File: config.mk
export PLATFORM = sky130hd
export DESIGN_NAME = rd_empty_gen
export DESIGN_NICKNAME = d
export VERILOG_FILES = /design/src/rtl/rd_empty_gen.sv
export SDC_FILE = /design/constraint.sdc
export NUM_CORES = 1
export LEC_CHECK = 0
export ABC_CLOCK_PERIOD_IN_PS = 2800
export CELL_PAD_IN_SITES_DETAIL_PLACEMENT = 1
export CELL_PAD_IN_SITES_GLOBAL_PLACEMENT = 1
export CORE_ASPECT_RATIO = 1.2
export CORE_UTILIZATION = 35
export CTS_BUF_LIST = sky130_fd_sc_hd__clkbuf_8
export DETAILED_ROUTE_END_ITERATION = 10
export GPL_TIMING_DRIVEN = 0
export PLACE_DENSITY = 0.73
export SETUP_SLACK_MARGIN = 0.02
export SYNTH_ARGS = -nofsm -noshare
export SYNTH_HDL_FRONTEND = slang
export SYNTH_SLANG_ARGS = --single-unit
File: constraint.sdc
create_clock -name rd_clk -period 2.8 [get_ports rd_clk]
set_input_delay 0.56 -clock rd_clk [delete_from_list [all_inputs] [get_ports rd_clk]]
set_output_delay 0.56 -clock rd_clk [all_outputs]
set_load 0.1 [all_outputs]
File: src/rtl/rd_empty_gen.sv
// Read-domain empty/occupancy generator for an async FIFO. It synchronizes the Gray
// write pointer into rd_clk and registers empty, almost_empty, rd_count and the Gray read pointer.
module rd_empty_gen #(
    parameter int DEPTH           = 16,
    parameter int ADDR_WIDTH      = 4,
    parameter int SYNC_STAGES     = 2,
    parameter int ALMOST_EMPTY_TH = 2
) (
    input  logic                  rd_clk,
    input  logic                  rst_n,
    input  logic [ADDR_WIDTH:0]   wr_ptr_gray,
    input  logic [ADDR_WIDTH:0]   rd_ptr_ext,
    input  logic                  rd_inc,
    output logic                  empty,
    output logic                  almost_empty,
    output logic [ADDR_WIDTH:0]   rd_count,
    output logic [ADDR_WIDTH:0]   rd_ptr_gray
);

    localparam int PW     = ADDR_WIDTH + 1;
    localparam int NSTG   = (SYNC_STAGES < 2) ? 2 : SYNC_STAGES;
    localparam int TH_EFF = (ALMOST_EMPTY_TH > DEPTH) ? DEPTH : ALMOST_EMPTY_TH;

    logic [PW-1:0] sync_q [NSTG];
    logic [PW-1:0] wq_gray;
    logic [PW-1:0] wq_bin;
    logic [PW-1:0] rd_ptr_next;
    logic [PW-1:0] rd_gray_d;
    logic [PW-1:0] rd_gray_q;
    logic [PW-1:0] rd_count_d;
    logic [PW-1:0] rd_count_q;
    logic          empty_d;
    logic          empty_q;
    logic          almost_empty_d;
    logic          almost_empty_q;
    logic          eff_inc;

    assign wq_gray = sync_q[NSTG-1];

    // Each binary bit is the XOR of all Gray bits at and above it.
    genvar gi;
    generate
        for (gi = 0; gi < PW; gi++) begin : g_gray2bin
            assign wq_bin[gi] = ^wq_gray[PW-1:gi];
        end
    endgenerate

    // Popping while already empty is dropped so the pointer can never pass the writer.
    assign eff_inc        = rd_inc & ~empty_q;
    assign rd_ptr_next    = rd_ptr_ext + {{(PW-1){1'b0}}, eff_inc};
    assign rd_gray_d      = rd_ptr_next ^ (rd_ptr_next >> 1);
    assign empty_d        = (rd_gray_d == wq_gray);
    assign rd_count_d     = wq_bin - rd_ptr_next;
    assign almost_empty_d = (rd_count_d <= PW'(TH_EFF));

    // Pure flop chain: nothing combinational may sit in front of the first stage.
    always_ff @(posedge rd_clk) begin
        if (!rst_n) begin
            for (int i = 0; i < NSTG; i++) begin
                sync_q[i] <= '0;
            end
        end else begin
            sync_q[0] <= wr_ptr_gray;
            for (int i = 1; i < NSTG; i++) begin
                sync_q[i] <= sync_q[i-1];
            end
        end
    end

    always_ff @(posedge rd_clk) begin
        if (!rst_n) begin
            rd_gray_q      <= '0;
            empty_q        <= 1'b1;
            almost_empty_q <= 1'b1;
            rd_count_q     <= '0;
        end else begin
            rd_gray_q      <= rd_gray_d;
            empty_q        <= empty_d;
            almost_empty_q <= almost_empty_d;
            rd_count_q     <= rd_count_d;
        end
    end

    assign empty        = empty_q;
    assign almost_empty = almost_empty_q;
    assign rd_count     = rd_count_q;
    assign rd_ptr_gray  = rd_gray_q;

endmodule

==> metrics.md, run 1 <==
| Metric | Value |
|---|---|
| WL final | `2670 um` |
| Hold Path Class | `reg -> reg` |
| Net Count, Synth | `130` |
| Routed Antenna Nets | `0` |
| Internal Power | `726 uW` |
| Post-synth top area share | `39.1%` |
| Overall power | `1.17 mW` |
| H-tree lvl count | `1` |
| Core Util, Final | `55.0%` |
| Antenna cells | `0` |
| GRT Util Overall | `18.1%` |
| Combinational share of power | `43.6%` |
| Gpl congestion | `0.752` |
| Final worst slack | `0.129 ns` |
| Fill count | `339` |
| Pre-CTS setup slack | `-0.611 ns` |
| Die ar. | `3450 um^2` |
| Crit path DAT | `2.84 ns` |
| Die height | `64.1 um` |
| Power per Cell Area | `694 nW/um^2` |
| Post-DP HPWL | `1900 um` |
| Slowest cell on crit path | `or4_1` |
| Final hold vios | `0` |
| Switching share of power | `37.7%` |
| Kind of start point of the critical path | `flip-flop` |
| Cell row count | `22` |
| Max_cap viols | `0` |
| Max FO, Critical Path | `3` |
| Top cells by area in the synthesized netlist | `dfxtp_1 39%, xnor2_1 8.6%, and2_1 6.7%` |
| Post-synthesis cell count | `112` |
| Maximum vdd drop | `513 uV` |
| Initial DRC Count | `13` |
| WHS | `0.440 ns` |
| CP Capture Type | `flip-flop` |
| Initial antenna violation count | `0` |
| Synth Flop Type | `dfxtp_1` |
| Layout net count | `169` |
| Worst-margin pin slew | `0.967 ns` |
| Max-slew headroom | `35.3%` |
| CTS root buf | `clkbuf_8` |
| Final routed DRC violation total | `0` |
| 1st-pass router iterations | `3` |
| F_max | `374 MHz` |
| #FFs+latches synth | `22` |
| RSZ-0062 raised after global routing | `no` |
| Synth area leader | `dfxtp_1` |
| Sum Neg Setup Slack | `0 ns` |
| First-pass GRT wire length | `4420 um` |
| Die X | `53.8 um` |
| Worst Skew | `0.00471 ns` |
| Crit share post-route | `95.4%` |
| Crit path largest cell delay | `0.50 ns` |
| IO Count | `25` |
| Setup CP Type | `reg -> reg` |
| Area growth syn-to-layout | `49.1%` |
| Vias in the first global route | `964` |
| Sequential share of power | `30.8%` |
| Largest net degree at the start of global routing | `14` |
| Non-filler instance count after layout | `186` |
| Wire length per cell | `14.3 um` |
| Clock group share of total power | `25.6%` |
| Gr busiest metal | `met2` |
| Net Switching | `440 uW` |
| Met3 Use GR | `2.86%` |
| Synthesized area | `1130 um^2` |
| Via/cell ratio | `4.95` |
| Register-to-register setup slack | `0.13 ns` |
| CTS tree | `built` |
| Most common cell in the netlist | `dfxtp_1` |
| Top delay family on crit path | `XOR/XNOR gates` |
| GRT overflow | `0` |
| Initial cell density of the core | `36.9%` |
| CP Cell Sequence | `xnor3_2, xnor2_2, xnor2_1, ha_2, inv_2, ha_4, or4_1, nand4_1, a21oi_2, a2111oi_2` |
| Status | `finished clean` |
| Worst Path Buf+Inv | `1` |
| CTS max path bufs | `2` |
| Worst EP required | `2.97 ns` |
| Syn Area/Cell | `10.1 um^2` |
| Vias | `920` |
| GR Layer Usage met1 | `20.7%` |
| Final Setup Violations | `0` |
| Cts bufs inserted | `3` |
| CTS Hold Bufs | `0` |
| YS warnings | `0` |
| Leak | `0.716 nW` |
| Fin crit period | `2.67 ns` |
| Post-synth cell types | `37` |
| DP Cell Count | `170` |
| Post-synth top cells | `22 x dfxtp_1, 12 x and2_1, 11 x xnor2_1` |
| Clk slew on worst S/H paths | `0.08 ns` |
| Slew Limit Fails | `0` |
| Layout cells sized above 1 | `28.7%` |
| Core area | `3060 um^2` |
| IO buf count | `22` |
| Sequential area share after synthesis | `39.1%` |
| Design area | `1680 um^2` |
| Worst-Skew Late Latency | `0.27 ns` |
| GR met2 Demand/Resource | `31.6%` |
| CTS Sinks | `22` |
| Post-DP Area | `1410 um^2` |
| Number of flops mapped to enable cells by yosys | `0` |
| Async SR Flop Fraction | `0%` |
==> final timing paths <==
check | endpoint | start | depth (start not counted)
setup reg to reg | almost_empty | sync_q[0][7] | 10
hold / removal | sync_q[0][7] | sync_q[0][2] | 1
setup / recovery | almost_empty | sync_q[0][7] | 10
hold reg to reg | sync_q[0][7] | sync_q[0][2] | 1
==> power groups by stage <==
stage                     Clock, mW  Combinational, mW  Sequential, mW
after floorplan                   0              0.142           0.561
after global placement            0              0.431           0.364
after detailed placement          0              0.441           0.365
after CTS                     0.307              0.483           0.360
after global routing          0.315              0.536           0.362
final                         0.299              0.508           0.359
==> cell type report <==
cell class | count | area (um^2) | share of cell area, %
Buffer | 4 | 25.0 | 1.49
Clock buffer | 3 | 41.3 | 2.46
Clock inverter | 1 | 30.0 | 1.79
Inverter | 4 | 15.0 | 0.894
Multi-Input combinational cell | 82 | 759 | 45.2
Sequential cell | 22 | 448 | 26.7
Tap cell | 36 | 45.0 | 2.68
Timing Repair Buffer | 34 | 315 | 18.8
==> cells in the final DEF, fill, tap and decap left out, types with 2 or more instances in the layout <==
cell             Yosys  layout
clkdlybuf4s50_1      0      20
dfxtp_1             22      18
and2_1              12      12
buf_4                0      12
nor2_1               9       9
xnor2_1             11       8
clkbuf_8             0       4
xor2_1               4       4
xnor2_2              0       3
clkbuf_1             4       3
nand2_1              3       3
ha_4                 0       3
dfxtp_2              0       3
inv_2                1       2
mux2_2               2       2
a21oi_1              3       2
nor3_1               2       2
a21o_1               2       2
xor3_1               2       2
a2111o_1             2       2
o21ai_0              2       2
o211ai_1             2       2
nand3_1              2       2
ha_2                 0       2
dlymetal6s2s_1       0       2
==> timing repair <==
action                     4_1_cts  5_1_grt
setup buffers                    7        5
setup endpoints to repair        5        2
gates resized for setup         16        8
pin swaps                        7       10
==> registers in the layout, summed over array words and instances (netlist names) <==
name          flops
rd_ptr_gray       5
almost_empty      1
rd_count          5
empty             1
sync_q           10
==> layer usage <==
layer  up-vias  share of wire, %
met5         -                 0
met4         0               1.9
met3         4               3.3
met2        21                55
met1       441                40
li1        454                 -
==> logic make-up after synthesis <==
kind of cell,count (synthesis),share of synthesized area (%)
compound gates,16,10.9
xor+xnor,19,19.3
fa+ha+maj,6,6.44
buf+inv,8,2.67
flops,22,39.1
mux,3,2.89
simple gates,38,18.7
Power figures use the tool's default switching activity.
==> inputs of run 2 (changes only) <==
--- a/config.mk
+++ b/config.mk
@@ -5,15 +5,16 @@
 export SDC_FILE = /design/constraint.sdc
 export NUM_CORES = 1
 export LEC_CHECK = 0
-export ABC_CLOCK_PERIOD_IN_PS = 2800
+export ABC_CLOCK_PERIOD_IN_PS = 3200
 export CELL_PAD_IN_SITES_DETAIL_PLACEMENT = 1
 export CELL_PAD_IN_SITES_GLOBAL_PLACEMENT = 1
 export CORE_ASPECT_RATIO = 1.2
-export CORE_UTILIZATION = 35
+export CORE_UTILIZATION = 42
 export CTS_BUF_LIST = sky130_fd_sc_hd__clkbuf_8
+export CTS_CLUSTER_DIAMETER = 60
 export DETAILED_ROUTE_END_ITERATION = 10
 export GPL_TIMING_DRIVEN = 0
-export PLACE_DENSITY = 0.73
+export PLACE_DENSITY = 0.83
 export SETUP_SLACK_MARGIN = 0.02
 export SYNTH_ARGS = -nofsm -noshare
 export SYNTH_HDL_FRONTEND = slang
==> constraint.sdc (replaced) <==
create_clock -name rd_clk -period 3.2 [get_ports rd_clk]
set_input_delay 0.64 -clock rd_clk [delete_from_list [all_inputs] [get_ports rd_clk]]
set_output_delay 0.64 -clock rd_clk [all_outputs]
set_load 0.1 [all_outputs]
==> run 2 against run 1 <==
Die area shrank 16%. Sequential share of layout area grew 3.0 points. Global-route usage grew 3.0 points. Flip-flop and latch count is the same. Utilization grew 4.0 points. Combinational power shrank 22%. Design area shrank 11%. Register-to-register slack gained 0.02 ns.
==> metrics.md, run 2 (synthesized netlist as in run 1, its figures left out) <==
| Metric | Value |
|---|---|
| Status | `finished clean (unchanged)` |
| Slew Limit Fails | `0 (unchanged)` |
| Antenna cells | `0 (unchanged)` |
| Final hold vios | `0 (unchanged)` |
| CP Capture Type | `flip-flop (unchanged)` |
| Via/cell ratio | `5.15 (was 4.95)` |
| Crit share post-route | `97.0%` |
| Worst-margin pin slew | `0.982 ns (was 0.967 ns)` |
| IO Count | `25 (unchanged)` |
| Layout cells sized above 1 | `14.4% (was 28.7%)` |
| Overall power | `908 uW (was 1.17 mW)` |
| Vias in the first global route | `997 (was 964)` |
| Cell row count | `20 (was 22)` |
| Initial cell density of the core | `44.6% (was 36.9%)` |
| CTS Hold Bufs | `0 (unchanged)` |
| Most common cell after layout, fill and taps aside | `clkdlybuf4s50_1 (unchanged)` |
| Final Setup Violations | `0 (unchanged)` |
| Leak | `0.613 nW (was 0.716 nW)` |
| Maximum vdd drop | `329 uV (was 513 uV)` |
| FF+latch area | `442 um^2 (was 448 um^2)` |
| Area growth syn-to-layout | `32.3% (was 49.1%)` |
| CTS max path bufs | `2 (unchanged)` |
| Most frequent cells in the layout | `22 x clkdlybuf4s50_1, 21 x dfxtp_1, 12 x and2_1, 10 x xnor2_1, 9 x nor2_1 (was 20 x clkdlybuf4s50_1, 18 x dfxtp_1, 12 x and2_1, 12 x buf_4, 9 x nor2_1)` |
| Max_cap viols | `0 (unchanged)` |
| CTS root buf | `clkbuf_8 (unchanged)` |
| Gpl congestion | `0.756 (was 0.752)` |
| WHS | `0.439 ns (was 0.440 ns)` |
| Max FO, Critical Path | `10 (was 3)` |
| Setup CP Type | `in -> reg (was reg -> reg)` |
| Post-DP HPWL | `2020 um (was 1900 um)` |
| First-pass GRT wire length | `4520 um (was 4420 um)` |
| Cts bufs inserted | `3 (unchanged)` |
| RSZ-0062 raised after global routing | `no (unchanged)` |
| Vias | `885 (was 920)` |
| Die X | `49.3 um (was 53.8 um)` |
| H-tree lvl count | `1 (unchanged)` |
| Biggest register | `sync_q (unchanged)` |
| Fin crit period | `3.10 ns` |
| GRT overflow | `0 (unchanged)` |
| GR Layer Usage met1 | `20.9% (was 20.7%)` |
| Register-to-register setup slack | `0.15 ns (was 0.13 ns)` |
| Die height | `58.7 um (was 64.1 um)` |
| Worst Skew | `0.00488 ns (was 0.00471 ns)` |
| Area of the multi-input gates | `691 um^2 (was 759 um^2)` |
| Met3 Use GR | `3.36% (was 2.86%)` |
| Max-slew headroom | `34.3% (was 35.3%)` |
| Kind of start point of the critical path | `primary input (was flip-flop)` |
| Power per Cell Area | `609 nW/um^2 (was 694 nW/um^2)` |
| Wire length per cell | `15.6 um (was 14.3 um)` |
| Routed Antenna Nets | `0 (unchanged)` |
| F_max | `322 MHz` |
| Post-DP Area | `1390 um^2 (was 1410 um^2)` |
| CTS Sinks | `22 (unchanged)` |
| GRT Util Overall | `21.1% (was 18.1%)` |
| IO buf count | `22 (unchanged)` |
| Final routed DRC violation total | `0 (unchanged)` |
| GR met2 Demand/Resource | `42.5% (was 31.6%)` |
| Worst-Skew Late Latency | `0.26 ns (was 0.27 ns)` |
| Core area | `2530 um^2 (was 3060 um^2)` |
| Clk slew on worst S/H paths | `0.08 ns (about the same)` |
| Initial DRC Count | `15 (was 13)` |
| Crit path DAT | `3.27 ns (was 2.84 ns)` |
| Die ar. | `2890 um^2 (was 3450 um^2)` |
| Design area | `1490 um^2 (was 1680 um^2)` |
| Hold Path Class | `reg -> reg (unchanged)` |
| WL final | `2680 um (was 2670 um)` |
| Initial antenna violation count | `0 (unchanged)` |
| CTS tree | `built (unchanged)` |
| Gr busiest metal | `met2 (unchanged)` |
| Layout net count | `158 (was 169)` |
| Fill count | `282 (was 339)` |
| Max reg flops | `10 (unchanged)` |
| Largest net degree at the start of global routing | `13 (was 14)` |
| 1st-pass router iterations | `4 (was 3)` |
| Worst EP required | `3.37 ns (was 2.97 ns)` |
run 2: changes by cell type in the layout (fill, tap and decap cells not counted), moves of 2 or more:
| cell | change |
|---|---|
| buf_4 | -10 |
| clkdlybuf4s50_1 | +2 |
| dfxtp_1 | +3 |
| dfxtp_2 | -2 |
| dlymetal6s2s_1 | -2 |
| ha_1 | +3 |
| ha_4 | -2 |
| xnor2_1 | +2 |
| xnor2_2 | -2 |
run 2: power breakdown:
group	total, mW	internal (mW)	switching (mW)
clock network	0.197	0.110	0.0874
logic	0.397	0.127	0.269
registers	0.314	0.304	0.0106
total	0.908	0.541	0.367
run 2: critical path: stages:
cell and delay, ns:
clkdlybuf4s50_1 0.47, nor2b_1 0.14, ha_2 0.22, ha_4 0.24
xnor2_1 0.13, ha_1 0.21, o21bai_1 0.19, or3_2 0.45
nand4_1 0.15, a21oi_1 0.11, a2111oi_2 0.33
run 2: through the flow:
step / std cells / TNS, ns / utilization (%) / worst slack [ns]
after floorplan: 112 / 0 / - / 0.227
after global placement: 167 / -0.465 / 55.0 / -0.383
after detailed placement: 167 / -1.06 / 55.0 / -0.566
after CTS: 170 / 0 / 57.9 / 0.0300
after global routing: 172 / 0 / 59.0 / 0.0137
final: 172 / 0 / 59.0 / 0.0952
run 2: layout make-up:
class,count,share of cell area [%]
inverters,4,1.01
plain buffers,3,0.756
multi-input cells,82,46.3
clock buffers,4,3.69
flip-flops and latches,22,29.6
well taps,33,2.77
repair buffers,24,15.8
run 2: routing by layer:
| layer | vias to the layer above | wire, um |
|---|---|---|
| met5 | - | 0 |
| met4 | 0 | 46 |
| met3 | 5 | 91 |
| met2 | 20 | 1510 |
| met1 | 430 | 1030 |
| li1 | 430 | - |
run 2: timing repair:
action / 4_1_cts / 5_1_grt
endpoints found under the setup margin: 1 / 1
buffers inserted: 0 / 2
resized for setup: 4 / 2
pin swaps: 0 / 2
run 2: path summary, 6_finish.rpt:
check / start / to / cells past startpoint
worst min register to register: sync_q[0][0] / sync_q[0][5] / 1
worst min-delay path: sync_q[0][0] / sync_q[0][5] / 1
worst max register to register: sync_q[0][8] / almost_empty / 11
worst max-delay path: rd_inc / almost_empty / 11
